[src/rtl/am_tx_modulator.sv]
// AM transmit modulator: NCO carrier, cosine LUT x audio envelope,
// first-order sigma-delta to a 1-bit RF bitstream.
module am_tx_modulator #(
    parameter int SAMPLE_DIV = 64
) (
    input  logic        clk,
    input  logic        RSTb,
    input  logic        tx_en,
    input  logic [15:0] phase_inc,
    input  logic [7:0]  audio_in,
    input  logic        audio_valid,
    output logic        audio_ready,
    output logic        underrun,
    output logic        RF_OUT
);

    localparam int DW = $clog2(SAMPLE_DIV);
    localparam logic [DW-1:0] DIV_LAST = DW'(SAMPLE_DIV - 1);

    logic [15:0]        nco_phase;
    logic signed [3:0]  cos_reg;
    logic signed [3:0]  cos_lut;
    logic signed [11:0] prod;
    logic signed [12:0] acc;
    logic signed [12:0] mult;
    logic signed [12:0] fb;
    logic signed [12:0] acc_next;
    logic [7:0]         env;
    logic [7:0]         hold_reg;
    logic               hold_full;
    logic [DW-1:0]      div_cnt;
    logic               strobe;
    logic               accept;
    logic               y;

    assign audio_ready = !hold_full;
    assign accept      = audio_valid && !hold_full;
    assign strobe      = tx_en && (div_cnt == DIV_LAST);

    always_comb begin
        cos_lut = '0;
        unique case (nco_phase[15:12])
            4'd0:  cos_lut = 4'sh7;
            4'd1:  cos_lut = 4'sh7;
            4'd2:  cos_lut = 4'sh5;
            4'd3:  cos_lut = 4'sh3;
            4'd4:  cos_lut = 4'sh0;
            4'd5:  cos_lut = 4'shD;
            4'd6:  cos_lut = 4'shA;
            4'd7:  cos_lut = 4'sh8;
            4'd8:  cos_lut = 4'sh8;
            4'd9:  cos_lut = 4'sh8;
            4'd10: cos_lut = 4'shA;
            4'd11: cos_lut = 4'shD;
            4'd12: cos_lut = 4'sh0;
            4'd13: cos_lut = 4'sh3;
            4'd14: cos_lut = 4'sh5;
            4'd15: cos_lut = 4'sh7;
        endcase
    end

    // Envelope is unsigned, so zero-extend before the signed multiply
    assign mult     = cos_reg * $signed({5'b0, env});
    assign y        = !acc[12];
    assign fb       = y ? 13'sd2048 : -13'sd2048;
    assign acc_next = acc + $signed({prod[11], prod}) - fb;

    always_ff @(posedge clk or negedge RSTb) begin
        if (!RSTb) begin
            hold_reg  <= '0;
            hold_full <= 1'b0;
            env       <= 8'd128;
            underrun  <= 1'b0;
        end else begin
            if (accept) begin
                hold_reg  <= audio_in;
                hold_full <= 1'b1;
            end
            underrun <= strobe && !hold_full;
            if (strobe && hold_full) begin
                env       <= hold_reg ^ 8'h80;
                hold_full <= 1'b0;
            end
        end
    end

    always_ff @(posedge clk or negedge RSTb) begin
        if (!RSTb) begin
            nco_phase <= '0;
            cos_reg   <= '0;
            prod      <= '0;
            acc       <= '0;
            RF_OUT    <= 1'b0;
            div_cnt   <= '0;
        end else if (!tx_en) begin
            nco_phase <= '0;
            cos_reg   <= '0;
            prod      <= '0;
            acc       <= '0;
            RF_OUT    <= 1'b0;
            div_cnt   <= '0;
        end else begin
            nco_phase <= nco_phase + phase_inc;
            cos_reg   <= cos_lut;
            prod      <= mult[11:0];
            acc       <= acc_next;
            RF_OUT    <= y;
            div_cnt   <= (div_cnt == DIV_LAST) ? '0 : div_cnt + 1'b1;
        end
    end

endmodule

[config.mk]
export PLATFORM = sky130hd
export DESIGN_NAME = am_tx_modulator
export DESIGN_NICKNAME = d
export VERILOG_FILES = /design/src/rtl/am_tx_modulator.sv
export SDC_FILE = /design/constraint.sdc
export NUM_CORES = 1
export LEC_CHECK = 0
export ABC_AREA = 1
export BUFFER_PORTS_ARGS = -buffer_cell sky130_fd_sc_hd__buf_4
export CORE_UTILIZATION = 30
export DETAILED_ROUTE_END_ITERATION = 10
export GPL_TIMING_DRIVEN = 0
export PLACE_DENSITY = 0.42
export SLEW_MARGIN = 20
export SYNTH_ARGS = -nofsm -noshare
export SYNTH_HDL_FRONTEND = slang
export SYNTH_SLANG_ARGS = --single-unit
[constraint.sdc]
create_clock -name clk -period 7.9 [get_ports clk]
set_input_delay 0.395 -clock clk [delete_from_list [all_inputs] [get_ports clk]]
set_output_delay 0.395 -clock clk [all_outputs]
set_load 0.03 [all_outputs]
### After elaboration in Yosys (flattened, before gate mapping)

Memory sizes are Yosys's and may differ from the RTL's.
Cells that the tools add are included.

* magnitude comparators: 0
* divide/modulo/power cells: 0
* multiply operators: 1
* muxes and demuxes: 10
* equality and inequality tests: 1
* shifts and indexed selects: 0
* bitwise logic cells: 1
* reductions and logical operators: 7
* add/sub/neg operators: 4

Operators by type and width (number)
* 13-bit 2-to-1 mux: 2
* 16-bit adder: 1
* 16-bit 2-to-1 mux: 1
* 13-bit by 12-bit adder with 13-bit output: 1
* 13-bit subtractor: 1
* 4-bit by 9-bit multiplier with 12-bit output: 1
* 12-bit 2-to-1 mux: 1
* 6-bit 2-to-1 mux: 2
* 6-bit by 1-bit adder with 6-bit output, second input constant: 1
* 6-bit equality test, second input constant: 1
* 1-bit logical AND: 4
* 4-bit 2-to-1 mux: 1
* 1-bit 2-to-1 mux: 3
* 1-bit zero test: 2
* 2-bit nonzero test: 1
* 1-bit inverter: 1

* word-level logic and storage cells: 35
* bits of input ports: 28
* memories kept: 1
* bits in latches: 0
* bits in writable memories: 0
* bits in registers: 70
* bits in read-only memories: 64

Memories
* (no name shown): words 16, width 4, read ports 1, clocked after memory_dff 0, write ports 0, RTL line 42 `unique case (nco_phase[15:12])`

### Longest topological paths before layout

Gate-level depths: netlist of the first run.

* depth after elaboration: 4
* depth in mapped cells: 18
* gate-level depth less buffers: 17

### Worst setup path before layout of the first run

Ideal clock, no wire load.

* path kind: flip-flop to flip-flop
* start: reg cos_reg[2]
* end: reg prod[11]
* buffers on the path: 1
* setup time: 0.119 ns
* slack: 4.585 ns
* stages on the path, launching flop included: 16
* arrival time: 3.196 ns
* cells stage by stage: dfrtp_1 > clkbuf_1 > nand2_1 > fa_1 > fa_1 > fa_1 > inv_1 > ha_1 > inv_1 > fa_1 > inv_1 > nand3_1 > nand2_1 > nand3_1 > a21oi_1 > nor2_1

* longest elaborated chain between the ends: 2

RTL lines
* start: declaration: RTL line 21 `logic signed [3:0] cos_reg;`
* start signal: assignment: RTL line 104 `cos_reg <= cos_lut;`
* 4-bit by 9-bit multiplier with 12-bit output: RTL line 63 `assign mult = cos_reg * $signed({5'b0, env});`
* 12-bit 2-to-1 mux: RTL line 95 `end else if (!tx_en) begin`
* end signal: assignment: RTL line 105 `prod <= mult[11:0];`
* end: declaration: RTL line 23 `logic signed [11:0] prod;`

Every way passes these cells.
A chain may end at the register's enable or synchronous reset.

### Worst setup path in the final report of the first run

Ends and elaborated chain as after synthesis.

==> results.cfg, run 1 <==
[sta]
rsz0062_at_grt = false
setup-tns-final_ns = 0
hold_viol = 0
finalClockSkew_ns = 0.0120
period_minus_slack_ns = 3.64
max_freq_mhz = 275
fin_crit_sh = 0.461
setup_violations = 0
slew_headroom = 0.363
worstMarginPinSlew_ns = 0.955
slew_violations = 0

[setup_path]
critPathKind = reg -> reg
cp.arrival_ns = 3.88
endpoint_kind = register
path_cells = clkbuf_1 -> nand2_1 -> fa_1 -> fa_1 -> fa_1 -> inv_1 -> ha_1 -> inv_1 -> fa_1 -> inv_1 -> nand3_1 -> nand2_1 -> nand3_1 -> a21oi_1 -> nor2_1
cp-start-kind = register
cp_slowest_cell = fa_1
max_stage_delay_ns = 0.57
cpMostUsedCell = fa_1
crit_required_ns = 8.14
crit_fanout = 8

[global_route]
overflow = 0
grt.total_usage = 0.141
first_global_vias = 4167
antenna_found_initial = 0
grt_first_pass_wirelength_mm = 19.8
grt_max_degree = 71

[synth]
synth_commonest_cells = nand2_1 (178), inv_1 (155), nor2_1 (76)
syn_avg_cell_area_um2 = 7.36
syn-num-nets = 811
synth.most_common_cell = nand2_1
synth_edf_count = 0
yosysWarnings = 0
synth_cells = 707
synth_area_mm2 = 0.00521
yosysTopAreaCell = dfrtp_1
synthDistinctLibCells = 36
synth-seq-cells = 70
synth.top_cell.area_share = 0.332
ys.flop_type = dfrtp_1
yosysSeqAreaShare = 0.337
async_flop_share = 1.00
ys_top_cells_by_area = dfrtp_1 (33%), ha_1 (15%), nand2_1 (13%)

[final_layout]
top_regs = nco_phase (16), acc (13), prod (12)
fin_util = 0.358
drive_gt1_frac = 0.0838
max_flop_register = nco_phase
diodes = 0
fill_cells = 1804
area_growth_pct = 15.2
largest_reg_flops = 16
fin_nets = 851

[flow_run]
drv_cap = 0

[place]
hpwl_mm = 8.98
place.gp.congestion = 0.822
port_buffers = 29

[clock_tree]
postCtsHoldBufs = 0
cts.repair.resized = 0
insertion_delay_ns = 0.35
cts.path.max_buffers = 2
cts.root.buffer_cell = clkbuf_16
cts_sinks = 70
path_clk_slew_ns = 0.07
cts_tree = built
post_cts_buffers = 0
cts_inserted_buffers = 9
htreeDepth = 3

[floorplanning]
fp.dieW_um = 134
rows = 47
die_area_mm2 = 0.0179
start_util = 0.311
ios = 31
core-area_mm2 = 0.0168
die_y_um = 134

[detailed_routing]
routed_wl_mm = 11.5
drcViolationCount = 0
firstDrtPassIters = 7
postRouteAntennaNets = 0
dr.first_iter.drc_count = 198
vias_per_cell = 4.35
wl_per_cell_um = 11.8
vias = 4232

[power_and_ir_drop]
leakage_nw = 3.53
ir_drop_v = 0.000110
p_total_mw = 1.73
powerDensity_mw_per_mm2 = 289

[status]
status = completed

[worst_hold_path]
hp-class = in -> async
[logic make-up after synthesis]
family / share of synthesized area
compound gates: 0.0949
fa+ha+maj: 0.203
mux: 0.00216
simple gates: 0.229
xor+xnor: 0.0101
flops: 0.337
buf+inv: 0.124
[worst max-delay path: cells and delay by family, from the launching register on]
kind	cells	cell delay, ns
fa+ha+maj	5	2.01
simple gates	5	0.52
buf+inv	4	0.51
flops	1	0.32
compound gates	1	0.17
[through the flow]
step | cell area, µm² | worst slack, ns | cells | hold slack [ns]
5_1_grt | 6000 | 3.93 | 972 | 0.264
2_1_floorplan | 5210 | 4.59 | 707 | 0.0994
3_3_place_gp | 5700 | 4.28 | 956 | 0.389
4_1_cts | 6000 | 4.22 | 972 | 0.236
6_report | 6000 | 4.26 | 972 | 0.208
3_5_place_dp | 5700 | 4.23 | 956 | 0.396
[where the power goes]
part	switching (mW)	internal, mW
clock	0.168	0.247
combinational	0.548	0.311
sequential	0.0301	0.428
total	0.746	0.986
[path summary, 6_finish.rpt]
path	from	cells after the start	slack [ns]	end
worst min-delay path	RSTb	1	0.21	nco_phase[5]
min in group clk	audio_valid	3	0.25	hold_full
max in group asynchronous	RSTb	1	7.08	env[1]
worst min register to register	acc[12]	1	0.40	RF_OUT
worst max-delay path	cos_reg[2]	15	4.26	prod[11]
worst max register to register	cos_reg[2]	15	4.26	prod[11]
[cells in the final DEF (no fill, tap or decap), types with 2 or more instances in the layout]
cell and count:
clkinvlp_4 2, clkinv_4 2, buf_4 30, clkbuf_16 9
ha_1 62, o21bai_1 2, buf_1 2, nand2_2 2
inv_2 2, a21oi_1 51, nand2_1 178, nand3b_1 2
and2_1 2, fa_1 14, o21ai_0 24, clkinv_1 2
xnor2_1 3, a21o_1 2, dfrtp_1 69, o21ai_2 8
nor3_1 3, xor2_1 3, clkbuf_1 6, inv_1 155
nand3_1 26, nor2_1 76
[layout make-up]
cell class | count | area [µm²] | share of cell area
repair buffers | 29 | 218 | 0.0363
flip-flops and latches | 70 | 1750 | 0.292
clock buffers | 10 | 229 | 0.0382
clock inverters | 6 | 71.3 | 0.0119
plain buffers | 10 | 50.0 | 0.00834
multi-input cells | 468 | 2810 | 0.468
inverters | 159 | 597 | 0.0995
well taps | 220 | 275 | 0.0459
[routing by layer]
layer / track usage / wire length (µm)
met5: 0 / 0
met4: 0.0593 / 272
met3: 0.0304 / 287
met2: 0.217 / 5120
met1: 0.191 / 5830
Power figures use the tool's default switching activity.
==> run 2: changes to the inputs <==
==> constraint.sdc (replaced) <==
create_clock -name clk -period 3.5 [get_ports clk]
set_input_delay 0.175 -clock clk [delete_from_list [all_inputs] [get_ports clk]]
set_output_delay 0.175 -clock clk [all_outputs]
set_load 0.03 [all_outputs]
==> run 2 against run 1 <==
Against the previous run: the run now ends with hold timing left; wire length rose by 0.69%; sequential share of layout area fell by 0.34 points; non-clock buffer count up 8; core utilization rose by 0.53 points; critical endpoint is now prod[7]; highest routed layer unchanged.
==> results.cfg, run 2 (synthesis results as in run 1) <==
[setup_path]
cp-start-kind = register
critPathKind = reg -> reg
cp.arrival_ns = 3.53
worst_r2r_startpoint = cos_reg[1]
r2r_end = prod[7]
worst_r2r_path_depth = 14
crit_required_ns = 3.76
r2r_slack_ns = 0.23
crit_fanout = 6
endpoint_kind = register

[detailed_routing]
dr.first_iter.drc_count = 172
drcViolationCount = 0
firstDrtPassIters = 6
wl_per_cell_um = 11.8
routed_wl_mm = 11.6
vias_per_cell = 4.34
postRouteAntennaNets = 0
vias = 4249

[sta]
slew_headroom = 0.362
max_freq_mhz = 305
fin_hold_ws_ns = -0.0126
slew_violations = 0
hold_viol = 18
period_minus_slack_ns = 3.27
setup-tns-final_ns = 0
rsz0062_at_grt = false
finalClockSkew_ns = 0.0120
setup_violations = 0
fin_ws_ns = 0.225
fin_crit_sh = 0.936
worstMarginPinSlew_ns = 0.958

[clock_tree]
cts_sinks = 70
postCtsHoldBufs = 0
path_clk_slew_ns = 0.06
cts_tree = built
insertion_delay_ns = 0.35
cts_inserted_buffers = 9
htreeDepth = 3
cts.root.buffer_cell = clkbuf_16
cts.path.max_buffers = 2

[place]
dpl_cell_area_mm2 = 0.00570
place.gp.congestion = 0.822
placed_cells = 956
hpwl_mm = 8.98
place_ws_ns = -0.173
port_buffers = 29

[floorplanning]
rows = 47
die_area_mm2 = 0.0179
die_y_um = 134
core-area_mm2 = 0.0168
ios = 31
fp.dieW_um = 134
start_util = 0.311

[final_layout]
max_flop_register = nco_phase
fin_nets = 859
drive_gt1_frac = 0.111
fin_util = 0.363
largest_reg_flops = 16
final_common_cell = nand2_1
final_cells = 980
finalInstanceArea_mm2 = 0.00609
diodes = 0
area_growth_pct = 16.9
most-common-layout-cells = nand2_1 (176), inv_1 (153), nor2_1 (76), dfrtp_1 (65), ha_1 (61)
top_regs = nco_phase (16), acc (13), prod (12)

[global_route]
grt.busiest_layer = met2
antenna_found_initial = 0
grtUsageMet3 = 0.0304
overflow = 0
grt_first_pass_wirelength_mm = 19.8
first_global_vias = 4165
grt_max_degree = 71
use_met2 = 0.216
grt.total_usage = 0.141
grtUsageMet1 = 0.192

[power_and_ir_drop]
p_int_mw = 2.26
leakage_nw = 3.56
p_total_mw = 3.95
ir_drop_v = 0.000247
pwr-share-comb = 0.496
swShare = 0.428
p_clk_frac = 0.237
powerDensity_mw_per_mm2 = 649
p_sw_mw = 1.69
seqPwrFrac = 0.267

[status]
violations = hold timing
status = finished, violations left

[worst_hold_path]
hp-class = in -> async

[flow_run]
drv_cap = 0
-- run 2: cell types whose count changed in the layout (fill, tap and decap cells not counted), sizes merged --
cell | before | now
buf | 34 | 44
clkbuf | 15 | 13
clkinvlp | 2 | 3
clkinv | 4 | 3
-- run 2: power groups by stage --
stage	clock network, mW	registers (mW)	logic (mW)
2_1_floorplan	0	1.03	1.51
6_report	0.936	1.06	1.96
4_1_cts	0.975	1.06	1.94
3_5_place_dp	0	1.05	1.94
5_1_grt	1.00	1.08	2.32
3_3_place_gp	0	1.05	1.92
-- run 2: layout make-up --
type	count	area, µm²
fillers	1800	10700
multi-input cells	468	2820
flip-flops and latches	70	1760
inverters	159	601
repair buffers	39	293
well taps	220	275
clock buffers	10	229
clock inverters	6	71.3
plain buffers	8	42.5
-- run 2: worst max-delay path: stages (launching register included) --
cell	delay, ns
dfrtp_2	0.43
nand2_2	0.08
fa_1	0.51
fa_1	0.53
fa_1	0.40
inv_1	0.07
ha_2	0.17
inv_1	0.05
fa_1	0.37
inv_2	0.07
nand3_1	0.07
nand2_2	0.10
buf_4	0.12
o21ai_0	0.06
a21oi_1	0.16
-- run 2: per-layer routing --
layer  up-vias  part of all wire
met1      1923              0.51
met4         0             0.023
met3        16             0.024
li1       2263                 -
met2        47              0.44
met5         -                 0
-- run 2: how the worst max path moves through the flow --
stage | cells past startpoint | from | slack (ns) | to
after floorplan | 15 | cos_reg[2] | 0.19 | prod[11]
after global placement | 15 | cos_reg[2] | -0.12 | prod[11]
after detailed placement | 15 | cos_reg[2] | -0.17 | prod[11]
after CTS | 15 | env[0] | 0.000002 | prod[11]
after global routing | 16 | env[0] | 0.004 | prod[11]
final | 14 | cos_reg[1] | 0.23 | prod[7]
-- run 2: what timing repair did --
action,in CTS,in global routing
setup buffers,0,10
pin swaps,0,5
hold endpoints to repair,0,0
setup endpoints to repair,3,4
resized for setup,1,10
==> run 3: changes to the inputs <==
--- a/config.mk
+++ b/config.mk
@@ -5,12 +5,12 @@
 export SDC_FILE = /design/constraint.sdc
 export NUM_CORES = 1
 export LEC_CHECK = 0
-export ABC_AREA = 1
 export BUFFER_PORTS_ARGS = -buffer_cell sky130_fd_sc_hd__buf_4
 export CORE_UTILIZATION = 30
 export DETAILED_ROUTE_END_ITERATION = 10
 export GPL_TIMING_DRIVEN = 0
 export PLACE_DENSITY = 0.42
+export REMOVE_ABC_BUFFERS = 1
 export SLEW_MARGIN = 20
 export SYNTH_ARGS = -nofsm -noshare
 export SYNTH_HDL_FRONTEND = slang
==> run 3 against run 2 <==
Against the previous run: the run ends with hold timing, setup timing left; sequential cell count stayed put; global-route usage is 1.5 points lower; synthesized cell count is 32% lower; cell area is 6.9% lower; clock skew is 0.0085 ns lower; first-iteration DRC count is 21% lower; critical endpoint is now prod[9]; largest power group unchanged; highest routed layer unchanged.
==> results.cfg, run 3 <==
[final_layout]
fill_cells = 1559
top_regs = nco_phase (16), acc (13), prod (12)
fin_nets = 628
drive_gt1_frac = 0.170
final_common_cell = dfrtp_1
most-common-layout-cells = dfrtp_1 (66), ha_1 (61), inv_1 (57), nor2_1 (43), buf_4 (40)
area_growth_pct = 19.2
largest_reg_flops = 16
diodes = 0
final_cells = 740
max_flop_register = nco_phase

[sta]
fin_hold_ws_ns = -0.0380
finalClockSkew_ns = 0.00354
rsz0062_at_grt = true
setup-tns-final_ns = -0.0309
period_minus_slack_ns = 3.53
hold_viol = 26
slew_violations = 0
setup_violations = 2
fin_ws_ns = -0.0285
max_freq_mhz = 283
slew_headroom = 0.387
fin_crit_sh = 1.01
worstMarginPinSlew_ns = 0.919

[floorplanning]
core-area_mm2 = 0.0153
rows = 45
die_y_um = 128
fp.dieW_um = 128
die_area_mm2 = 0.0164
ios = 31
start_util = 0.310

[setup_path]
critPathKind = reg -> reg
worst_r2r_startpoint = env[0]
cp.arrival_ns = 3.73
cp-start-kind = register
crit_fanout = 2
crit_start = env[0]
crit_required_ns = 3.70
worst_r2r_path_depth = 15
endpoint_kind = register
r2r_end = prod[9]
r2r_slack_ns = -0.03

[synth]
yosysSeqAreaShare = 0.369
ys_top_cells_by_area = dfrtp_1 (36%), ha_1 (16%), fa_1 (5.9%)
synth_area_mm2 = 0.00475
synth-seq-cells = 70
yosysTopAreaCell = dfrtp_1
synth_commonest_cells = dfrtp_1 (69), ha_1 (62), inv_1 (58)
synthDistinctLibCells = 46
synth_edf_count = 0
syn_avg_cell_area_um2 = 9.91
synth_cells = 480
ys.flop_type = dfrtp_1
synth.most_common_cell = dfrtp_1
async_flop_share = 1.00
yosysWarnings = 0
synth.top_cell.area_share = 0.363

[global_route]
grt.busiest_layer = met2
antenna_found_initial = 0
grt_max_degree = 71
use_met2 = 0.201
grtUsageMet3 = 0.0405
overflow = 0
grt.total_usage = 0.126
grtUsageMet1 = 0.164
grt_first_pass_wirelength_mm = 16.2
first_global_vias = 3381

[place]
port_buffers = 30
place.gp.congestion = 0.763
placed_cells = 714
hpwl_mm = 6.50

[clock_tree]
cts.path.max_buffers = 2
cts_sinks = 70
htreeDepth = 3
cts_inserted_buffers = 9
cts.root.buffer_cell = clkbuf_16
insertion_delay_ns = 0.34
postCtsHoldBufs = 0
cts_tree = built
path_clk_slew_ns = 0.06

[detailed_routing]
routed_wl_mm = 9.09
dr.first_iter.drc_count = 136
firstDrtPassIters = 4
vias_per_cell = 4.52
wl_per_cell_um = 12.3
drcViolationCount = 0
postRouteAntennaNets = 0
vias = 3344

[power_and_ir_drop]
powerDensity_mw_per_mm2 = 720
ir_drop_v = 0.000371
leakage_nw = 2.93

[flow_run]
drv_cap = 0

[status]
status = finished, violations left
violations = hold timing, setup timing

[worst_hold_path]
hp-class = in -> async
[run 3: cell types whose count changed after synthesis, moves of 22 or more]
cell | before | now
nand3_1 | 26 | 4
inv_1 | 155 | 58
nor2_1 | 76 | 43
a21oi_1 | 51 | 18
and2_1 | 2 | 29
nand2_1 | 178 | 24
[run 3: power breakdown]
| part | switching (mW) | internal [mW] |
|---|---|---|
| combinational | 1.04 | 0.870 |
| clock | 0.368 | 0.698 |
| sequential | 0.107 | 0.995 |
| total | 1.52 | 2.56 |
[run 3: cell families (layout without fill, tap and decap cells)]
group / count (synthesis) / after routing / synth area share
and+or+nand+nor: 141 / 141 / 0.149
adders and majority gates: 76 / 76 / 0.222
DFF: 70 / 70 / 0.369
buffers and inverters: 67 / 116 / 0.0550
muxes: 21 / 21 / 0.0482
AOI/OAI and AO/OA: 79 / 79 / 0.109
xor gates and xnor gates: 26 / 26 / 0.0479
[run 3: repair_timing]
item / 4_1_cts / 5_1_grt
setup endpoints to repair: 5 / 5
gates resized for setup: 12 / 3
buffers inserted: 11 / 1
cloned: 0 / 0
pin swaps: 7 / 4
[run 3: area by class of cell]
cell class / instances / area [µm²] / share of cell area
Tap cell: 211 / 264 / 0.0466
Clock inverter: 7 / 123 / 0.0216
Timing Repair Buffer: 40 / 300 / 0.0530
Clock buffer: 9 / 225 / 0.0397
Inverter: 60 / 231 / 0.0408
Sequential cell: 70 / 1760 / 0.310
Multi-Input combinational cell: 343 / 2770 / 0.488
[run 3: metal layers]
layer  vias up  part of all wire
met5         -                 0
met3        11             0.037
met2        44              0.46
li1       1695                 -
met1      1594              0.49
met4         0             0.013
[run 3: metrics by stage]
stage / area (µm²) / setup WS (ns) / hold WS [ns] / utilization / total power, mW
floorplan: 4720 / -0.148 / -0.121 / - / 2.61
global placement: 5210 / -0.475 / 0.388 / 0.340 / 3.00
detailed placement: 5210 / -0.498 / 0.380 / 0.340 / 3.01
CTS: 5660 / -0.0592 / 0.0226 / 0.370 / 4.15
global route: 5670 / -0.215 / 0.0412 / 0.370 / 4.49
finish: 5670 / -0.0285 / -0.0380 / 0.370 / 4.08
[run 3: critical path, cell delays in order, from the launching register on]
cell and delay (ns):
dfrtp_1 0.38, nand2b_4 0.15, fa_1 0.48, fa_1 0.51, fa_1 0.41, inv_1 0.07, ha_2 0.18, inv_2 0.04
fa_2 0.36, nor2b_4 0.14, o21ai_2 0.08, a21boi_2 0.18, buf_4 0.14, o21a_1 0.12, o21a_1 0.12, nor3_1 0.04
[run 3: worst max path at each step]
stage / end / slack [ns] / cells after the start
2_1_floorplan: prod[11] / -0.15 / 14
3_3_place_gp: prod[11] / -0.47 / 13
3_5_place_dp: prod[11] / -0.50 / 14
4_1_cts: prod[9] / -0.06 / 15
5_1_grt: prod[9] / -0.22 / 15
6_report: prod[9] / -0.03 / 15
